## src/rtl/instr_packer.sv

```systemverilog
// instr_packer: packs MIPS R/I/J fields into 32-bit words written to consecutive instruction memory addresses.
// Optional running XOR checksum of written words is built only when PACKER_CHECKSUM_EN is defined.
module instr_packer #(
  parameter int ADDR_WIDTH = 8,
  parameter int BASE_ADDR  = 0
) (
  input  logic                  clk,
  input  logic                  reset,
  input  logic                  start,
  input  logic                  stop,
  input  logic                  in_valid,
  output logic                  in_ready,
  input  logic [1:0]            fmt,
  input  logic [5:0]            opcode,
  input  logic [4:0]            rs,
  input  logic [4:0]            rt,
  input  logic [4:0]            rd,
  input  logic [4:0]            shamt,
  input  logic [5:0]            funct,
  input  logic [15:0]           immediate_data,
  input  logic [25:0]           address_j,
  output logic                  mem_we,
  output logic [ADDR_WIDTH-1:0] mem_addr,
  output logic [31:0]           mem_wdata,
  output logic [ADDR_WIDTH:0]   word_count,
  output logic                  full,
  output logic                  err_illegal,
  output logic [31:0]           checksum
);
  localparam logic [1:0] IDLE = 2'd0, LOAD = 2'd1, FULL = 2'd2;
  localparam logic [ADDR_WIDTH-1:0] BASE    = ADDR_WIDTH'(BASE_ADDR);
  localparam logic [ADDR_WIDTH-1:0] PTR_ONE = 1;
  localparam logic [ADDR_WIDTH:0]   CNT_ONE = 1;
  logic [1:0]            state_q, state_d;
  logic [ADDR_WIDTH-1:0] ptr_q, ptr_d, mem_addr_q, mem_addr_d;
  logic [31:0]           mem_wdata_q, mem_wdata_d, word;
  logic [ADDR_WIDTH:0]   count_q, count_d;
  logic                  mem_we_q, mem_we_d, err_q, err_d, hs, wr, clr;
  always_comb begin
    hs = state_q == LOAD && in_valid;
    wr = hs && fmt != 2'b11;
    clr = state_q == IDLE && start;
    word = fmt == 2'b00 ? {opcode, rs, rt, rd, shamt, funct} :
           fmt == 2'b01 ? {opcode, rs, rt, immediate_data} : {opcode, address_j};
    state_d = clr ? LOAD : (state_q != IDLE && stop) ? IDLE : (wr && ptr_q == '1) ? FULL : state_q;
    ptr_d = clr ? BASE : wr ? ptr_q + PTR_ONE : ptr_q;
    mem_we_d = wr;
    mem_addr_d = wr ? ptr_q : mem_addr_q;
    mem_wdata_d = wr ? word : mem_wdata_q;
    count_d = clr ? '0 : mem_we_q ? count_q + CNT_ONE : count_q;
    err_d = clr ? 1'b0 : (hs && !wr) ? 1'b1 : err_q;
  end
  always_ff @(posedge clk) begin
    if (!reset) begin
      state_q <= IDLE;
      ptr_q <= '0;
      mem_we_q <= 1'b0;
      mem_addr_q <= '0;
      mem_wdata_q <= '0;
      count_q <= '0;
      err_q <= 1'b0;
    end else begin
      state_q <= state_d;
      ptr_q <= ptr_d;
      mem_we_q <= mem_we_d;
      mem_addr_q <= mem_addr_d;
      mem_wdata_q <= mem_wdata_d;
      count_q <= count_d;
      err_q <= err_d;
    end
  end
  assign in_ready = state_q == LOAD;
  assign full = state_q == FULL;
  assign mem_we = mem_we_q;
  assign mem_addr = mem_addr_q;
  assign mem_wdata = mem_wdata_q;
  assign word_count = count_q;
  assign err_illegal = err_q;
`ifdef PACKER_CHECKSUM_EN
  logic [31:0] checksum_q, checksum_d;
  always_comb checksum_d = clr ? '0 : mem_we_q ? checksum_q ^ mem_wdata_q : checksum_q;
  always_ff @(posedge clk) begin
    if (!reset) checksum_q <= '0;
    else checksum_q <= checksum_d;
  end
  assign checksum = checksum_q;
`else
  assign checksum = '0;
`endif
endmodule

```

## config.mk

```make
export PLATFORM = sky130hd
export DESIGN_NAME = instr_packer
export DESIGN_NICKNAME = d
export VERILOG_FILES = /design/src/rtl/instr_packer.sv
export SDC_FILE = /design/constraint.sdc
export NUM_CORES = 1
export LEC_CHECK = 0
export ABC_AREA = 0
export BUFFER_PORTS_ARGS = -buffer_cell sky130_fd_sc_hd__buf_2
export CAP_MARGIN = 0
export CORE_MARGIN = 2
export CORE_UTILIZATION = 49
export CTS_BUF_LIST = sky130_fd_sc_hd__clkbuf_4 sky130_fd_sc_hd__clkbuf_8 sky130_fd_sc_hd__clkbuf_16
export CTS_CLUSTER_SIZE = 12
export DETAILED_ROUTE_END_ITERATION = 6
export GPL_ROUTABILITY_DRIVEN = 1
export GPL_TIMING_DRIVEN = 0
export PLACE_DENSITY = 0.9
export SLEW_MARGIN = 15
export SYNTH_ARGS = -nofsm -noshare
export SYNTH_HDL_FRONTEND = slang
export SYNTH_SLANG_ARGS = --single-unit
```

## constraint.sdc

```tcl
create_clock -name clk -period 2.7 [get_ports clk]
set_input_delay 0.405 -clock clk [delete_from_list [all_inputs] [get_ports clk]]
set_output_delay 0.405 -clock clk [all_outputs]
set_load 0.1 [all_outputs]
```

==> results.toml, run 1 <==
[floorplan]
die_area_mm2 = 0.00720
pin_count = 166
die_w_um = 84.8
row_count = 29
core_mm2 = 0.00635
die_h_um = 84.8
start_util = 0.504

[logic_synthesis]
synth-edff-count = 0
seq_area_frac_synth = 0.381
syn_area_mm2 = 0.00320
syn_area_per_cell_um2 = 8.70
synth_seq_cells = 61
async_reset_ff_frac = 0
yosys_warnings = 0
ys.flop_type = "dfxtp_1"
synth.distinct_cells = 37
postSynthCellCount = 368

[placed_design]
gp_congestion = 0.809
hpwlAfterDp_um = 6300
port_buffers = 130
dpl_worst_slack_ps = 1020

[power]
powerDensity_mw_per_mm2 = 554
cellLeakagePower_nw = 2.12
ir_drop_uv = 456
p_total_mw = 2.35

[setup_path]
path_cells = "nor2b_1, buf_2"
cp_max_fo = 7
slowest_delay_ps = 470
cp-end-kind = "output pin"
worstPathRequired_ps = 2300
critical_path_class = "flop to output pin"
slowest_stage = "dfxtp_1"
cp.arrival_ps = 1410
critical-path-top-delay-family = "flip-flops"
path_buf_inv = 1
cp-start-kind = "flop"

[detailed_routing]
wire_per_inst_um = 12.8
route.vias.total = 3037
ant_nets = 0
drt_first_pass_iters = 4
drc = 0
avgViaCountPerCell = 4.89
drt_iter0_markers = 89
wl_um = 7960

[timing]
finalCriticalPeriod_ps = 1820
relSlewSlack = 0.662
fin_worst_skew_ps = 8.60
worst_slack_ps = 884
maxSlewViolCount = 0
hold_viol_final = 0
fin_setup_tns_ps = 0
setup_violations = 0
worst_pin_slew_ps = 511
fin_crit_sh = 0.673
rsz0062_at_grt = "false"
timing.hold.ws_ps = 261
fmax_ghz = 0.551

[clocking]
cts.repair.resized = 0
ctsHoldBuffers = 0
root_buffer = "clkbuf_8"
clock-sinks = 61
path_clk_slew_ps = 70
clockBufferDepth = 2
worstSkewPairLatency_ps = 330
cts_buffers = 9
cts_tree = "built"
htreeDepth = 3
cts_setup_buffers = 0

[final_layout]
drive_above_1_share = 0.388
layout_common_cells = "buf_2 (139), nand2_1 (65), dfxtp_1 (61)"
layout.nets = 623
fillCellCount = 568
mostFrequentLayoutCell = "buf_2"
areaGrowthSynthToFinish_pct = 32.7
antenna_cells = 0

[grt]
grt_max_degree = 11
antenna_found_initial = 0
first_global_vias = 2898
grt_pass1_wl_um = 12800
grt-ovfl-total = 0
track_usage = 0.223

[min_path]
hp-class = "primary input to flop"

[status]
status = "complete, no violations"

[flow_run]
max_cap_violations = 0
## cell type report
cell class / instances / area (um2) / area share
Buffer: 56 / 360 / 0.0848
Clock buffer: 10 / 131 / 0.0309
Clock inverter: 5 / 52.6 / 0.0124
Inverter: 1 / 3.75 / 0.000883
Multi-Input combinational cell: 281 / 1730 / 0.408
Sequential cell: 61 / 1220 / 0.287
Tap cell: 77 / 96.3 / 0.0227
Timing Repair Buffer: 130 / 651 / 0.153
## where the power goes
part / switching (mW) / total [mW] / internal [mW]
clock: 0.345 / 0.771 / 0.426
sequential: 0.0145 / 0.938 / 0.924
combinational: 0.487 / 0.643 / 0.156
## Yosys cell counts (2+ instances only)
cell type,number,area (um2)
mux2_2,16,180
nand3_1,8,40.0
clkbuf_1,12,45.0
o21ai_0,17,85.1
a21boi_0,30,225
nor3_1,2,10.0
buf_4,33,248
xor2_1,5,43.8
nor4_4,2,42.5
ha_1,2,25.0
dfxtp_1,61,1220
buf_2,9,45.0
mux2i_1,11,110
xnor2_1,9,78.8
buf_6,2,22.5
nand4_1,2,12.5
nand2b_1,16,100
a21oi_1,19,95.1
nor2_1,20,75.1
and3_1,2,12.5
o211a_1,10,100
nand2_1,65,244
## state kept, by name (all words and copies together) (netlist names)
| name | cells |
|---|---|
| err_illegal | 1 |
| mem_wdata | 32 |
| ptr_q | 8 |
| state_q | 2 |
| mem_we | 1 |
| word_count | 9 |
| mem_addr | 8 |
## stage by stage
step | cell area [um2] | instances | utilization
6_report | 4250 | 621 | 0.669
5_1_grt | 4250 | 621 | 0.669
4_1_cts | 4250 | 621 | 0.669
3_5_place_dp | 4070 | 606 | 0.640
3_3_place_gp | 4070 | 606 | 0.640
2_1_floorplan | 3320 | 399 | -
## routing by layer
| metal | vias to the layer above | wire [um] | track usage |
|---|---|---|---|
| met1 | 1362 | 3150 | 0.254 |
| met4 | 0 | 187 | 0.0938 |
| met2 | 131 | 3970 | 0.381 |
| met5 | - | 0 | 0 |
| li1 | 1524 | - | - |
| met3 | 20 | 652 | 0.0768 |
## worst reg2reg max path, delay by kind of cell (launching register included)
family	cells	cell delay (ps)
compound gates	2	530
flops	1	470
simple gates	2	410
## final timing paths
check | start | end | slack, ps | cells after the start
setup reg to reg | state_q[0]$_SDFFE_PN0P_ | ptr_q[7]$_SDFFE_PP0P_ | 1170 | 4
setup / recovery | state_q[0]$_SDFFE_PN0P_ | in_ready | 880 | 2
hold reg to reg | mem_wdata[7]$_SDFFE_PN0P_ | mem_wdata[7]$_SDFFE_PN0P_ | 460 | 2
hold / removal | stop | state_q[0]$_SDFFE_PN0P_ | 260 | 2
## kinds of logic (layout without fill, tap and decap cells)
logic type / count (synthesis) / after routing / share of synthesized area
buffers and inverters: 57 / 202 / 0.114
multiplexers: 27 / 27 / 0.0907
AO/OA/AOI/OAI: 79 / 79 / 0.166
adder cells (fa/ha/maj): 2 / 2 / 0.00781
AND/OR/NAND/NOR: 127 / 127 / 0.200
other: 1 / 32 / 0.00117
XOR/XNOR: 14 / 14 / 0.0383
flip-flops: 61 / 61 / 0.381
(Power assumes the default switching activity.)
==> inputs of run 2 (changes only) <==
--- a/config.mk
+++ b/config.mk
@@ -5,17 +5,17 @@
 export SDC_FILE = /design/constraint.sdc
 export NUM_CORES = 1
 export LEC_CHECK = 0
-export ABC_AREA = 0
+export ABC_AREA = 1
 export BUFFER_PORTS_ARGS = -buffer_cell sky130_fd_sc_hd__buf_2
 export CAP_MARGIN = 0
 export CORE_MARGIN = 2
-export CORE_UTILIZATION = 49
+export CORE_UTILIZATION = 45
 export CTS_BUF_LIST = sky130_fd_sc_hd__clkbuf_4 sky130_fd_sc_hd__clkbuf_8 sky130_fd_sc_hd__clkbuf_16
 export CTS_CLUSTER_SIZE = 12
 export DETAILED_ROUTE_END_ITERATION = 6
 export GPL_ROUTABILITY_DRIVEN = 1
 export GPL_TIMING_DRIVEN = 0
-export PLACE_DENSITY = 0.9
+export PLACE_DENSITY = 0.85
 export SLEW_MARGIN = 15
 export SYNTH_ARGS = -nofsm -noshare
 export SYNTH_HDL_FRONTEND = slang
==> constraint.sdc (replaced) <==
create_clock -name clk -period 1.8 [get_ports clk]
set_input_delay 0.27 -clock clk [delete_from_list [all_inputs] [get_ports clk]]
set_output_delay 0.27 -clock clk [all_outputs]
set_load 0.1 [all_outputs]
==> run 2 against run 1 <==
  * The flow now finishes with violations (DRC)
  * Critical path depth increased by 1
  * Utilization decreased by 3.6 points
  * Area after synthesis decreased by 6.0%
  * Clock-buffer cell count increased by 3
  * Flip-flop and latch count unchanged
  * Clock power increased by 41%
  * Critical path type unchanged
  * Critical endpoint unchanged
  * Largest cell class unchanged
==> results.toml, run 2 <==
[power]
clockPowerShare = 0.306
power_frac_comb = 0.295
power.internal_mw = 2.19
powerDensity_mw_per_mm2 = 878
pwr-share-seq = 0.399
switching_share = 0.388
power_switching_mw = 1.38
ir_drop_uv = 554
cellLeakagePower_nw = 2.19

[logic_synthesis]
netlist_top_cells_count = "nand2_1 (91), nor2_1 (87), dfxtp_1 (61)"
yosys_warnings = 0
async_reset_ff_frac = 0
syn_area_mm2 = 0.00301
seq_area_frac_synth = 0.406
syn_area_per_cell_um2 = 6.80
synth.distinct_cells = 23
synth-edff-count = 0
postSynthCellCount = 443
synth_seq_cells = 61
ys.flop_type = "dfxtp_1"
synth_top_area_cell = "dfxtp_1"
yosys-top-cells-area = "dfxtp_1 (41%), nand2_1 (11%), nor2_1 (11%), buf_4 (9.2%), o21ai_0 (8.5%)"
yosysMostFrequentCell = "nand2_1"
yosysTopAreaCellShare = 0.406

[floorplan]
pin_count = 166
start_util = 0.469
die_h_um = 85.8
row_count = 29
die_w_um = 85.8
core_mm2 = 0.00642
die_area_mm2 = 0.00736

[detailed_routing]
avgViaCountPerCell = 4.76
wire_per_inst_um = 11.9
wl_um = 8300
drt_iter0_markers = 125
route.vias.total = 3329
drc = 9
drt_first_pass_iters = 7
ant_nets = 0

[final_layout]
antenna_cells = 0
layout_common_cells = "buf_2 (145), nand2_1 (91), nor2_1 (85)"
drive_above_1_share = 0.334
layout.nets = 701
areaGrowthSynthToFinish_pct = 35.1
largest_register_ffs = 32
mostFrequentLayoutCell = "buf_2"

[setup_path]
cp-end-kind = "output pin"
r2r_slack_ps = 380
critical_path_class = "flop to output pin"
slowest_stage = "buf_2"
cp_max_fo = 4
slowest_delay_ps = 430
cp.arrival_ps = 1330
worstPathRequired_ps = 1530
cp-start-kind = "flop"
path_cells = "inv_1, nor2_2, buf_2"

[timing]
rsz0062_at_grt = "false"
hold_viol_final = 0
fmax_ghz = 0.625
fin_worst_skew_ps = 2.25
finalCriticalPeriod_ps = 1600
setup_violations = 0
fin_setup_tns_ps = 0
fin_crit_sh = 0.889
maxSlewViolCount = 0
worst_slack_ps = 200

[clocking]
cts_buffers = 9
worstSkewPairLatency_ps = 340
path_clk_slew_ps = 60
cts_setup_buffers = 0
cts.repair.resized = 0
clockBufferDepth = 2
clock-sinks = 61
cts_tree = "built"
ctsHoldBuffers = 0
root_buffer = "clkbuf_8"
htreeDepth = 3

[grt]
antenna_found_initial = 0
grt_max_degree = 11
first_global_vias = 3140
grt_pass1_wl_um = 13600
grt-ovfl-total = 0
track_usage = 0.231

[placed_design]
dpl_worst_slack_ps = 334
gp_congestion = 0.796
port_buffers = 133
hpwlAfterDp_um = 6300

[status]
violations = "DRC"
status = "complete, but fails checks"

[flow_run]
max_cap_violations = 0

[min_path]
hp-class = "primary input to flop"
-- run 2: cell types whose count changed after synthesis, sizes merged, moves of 20 or more --
cell    previous run  this run
nand3              8        28
nor2              21        90
a21boi            30         0
o21ai             17        52
nand2             66        91
inv                1        31
-- run 2: stage by stage --
step	area (um2)	power [mW]	utilization	hold WS [ps]	instances
final	4070	3.57	0.633	159	699
after global routing	4070	3.70	0.633	153	699
after CTS	4070	3.58	0.633	150	699
after detailed placement	3900	2.50	0.607	464	684
after global placement	3900	2.49	0.607	445	684
after floorplan	3140	2.31	-	405	474
-- run 2: final timing paths --
| path | startpoint | end | depth (start not counted) |
|---|---|---|---|
| worst max-delay path | state_q[0]$_SDFFE_PN0P_ | in_ready | 3 |
| worst max register to register | state_q[1]$_SDFFE_PP0P_ | mem_wdata[5]$_SDFFE_PN0P_ | 7 |
| worst min-delay path | opcode[3] | mem_wdata[29]$_SDFFE_PN0P_ | 3 |
| worst min register to register | err_illegal$_SDFFE_PP0P_ | err_illegal$_SDFFE_PP0P_ | 2 |
-- run 2: worst max-delay path, delay by kind of cell (launching register included) --
family / cells / cell delay [ps]
and+or+nand+nor: 1 / 90
buffers and inverters: 2 / 520
DFF: 1 / 370
-- run 2: metal layers --
layer / routed length (um) / part of all wire / global-route usage / vias to the layer above
li1: - / - / - / 1690
met1: 3400 / 0.41 / 0.256 / 1483
met2: 4070 / 0.49 / 0.415 / 139
met3: 692 / 0.083 / 0.0847 / 17
met4: 146 / 0.018 / 0.0635 / 0
met5: 0 / 0 / 0 / -
-- run 2: final cells by class --
type / instances / area (um2)
multi-input combinational: 329 / 1440
clock inverter: 2 / 10.0
sequential: 61 / 1220
tap: 77 / 96.3
timing repair buffer: 133 / 666
fill: 618 / 2350
clock buffer: 13 / 160
inverter: 31 / 116
buffer: 53 / 353
-- run 2: cell families after synthesis --
kind of cell               count (synthesis)  synth area share
muxes                                      1           0.00333
adders and majority gates                  2           0.00831
xor gates and xnor gates                   2           0.00582
AOI/OAI and AO/OA                         73             0.123
DFF                                       61             0.406
and+or+nand+nor                          219             0.297
other                                      1           0.00125
buffers and inverters                     84             0.156
-- run 2: power groups by stage --
stage | registers [mW] | clock network [mW] | logic [mW]
6_report | 1.42 | 1.09 | 1.05
2_1_floorplan | 1.78 | 0 | 0.529
4_1_cts | 1.42 | 1.10 | 1.05
3_5_place_dp | 1.45 | 0 | 1.05
3_3_place_gp | 1.45 | 0 | 1.04
5_1_grt | 1.43 | 1.16 | 1.11
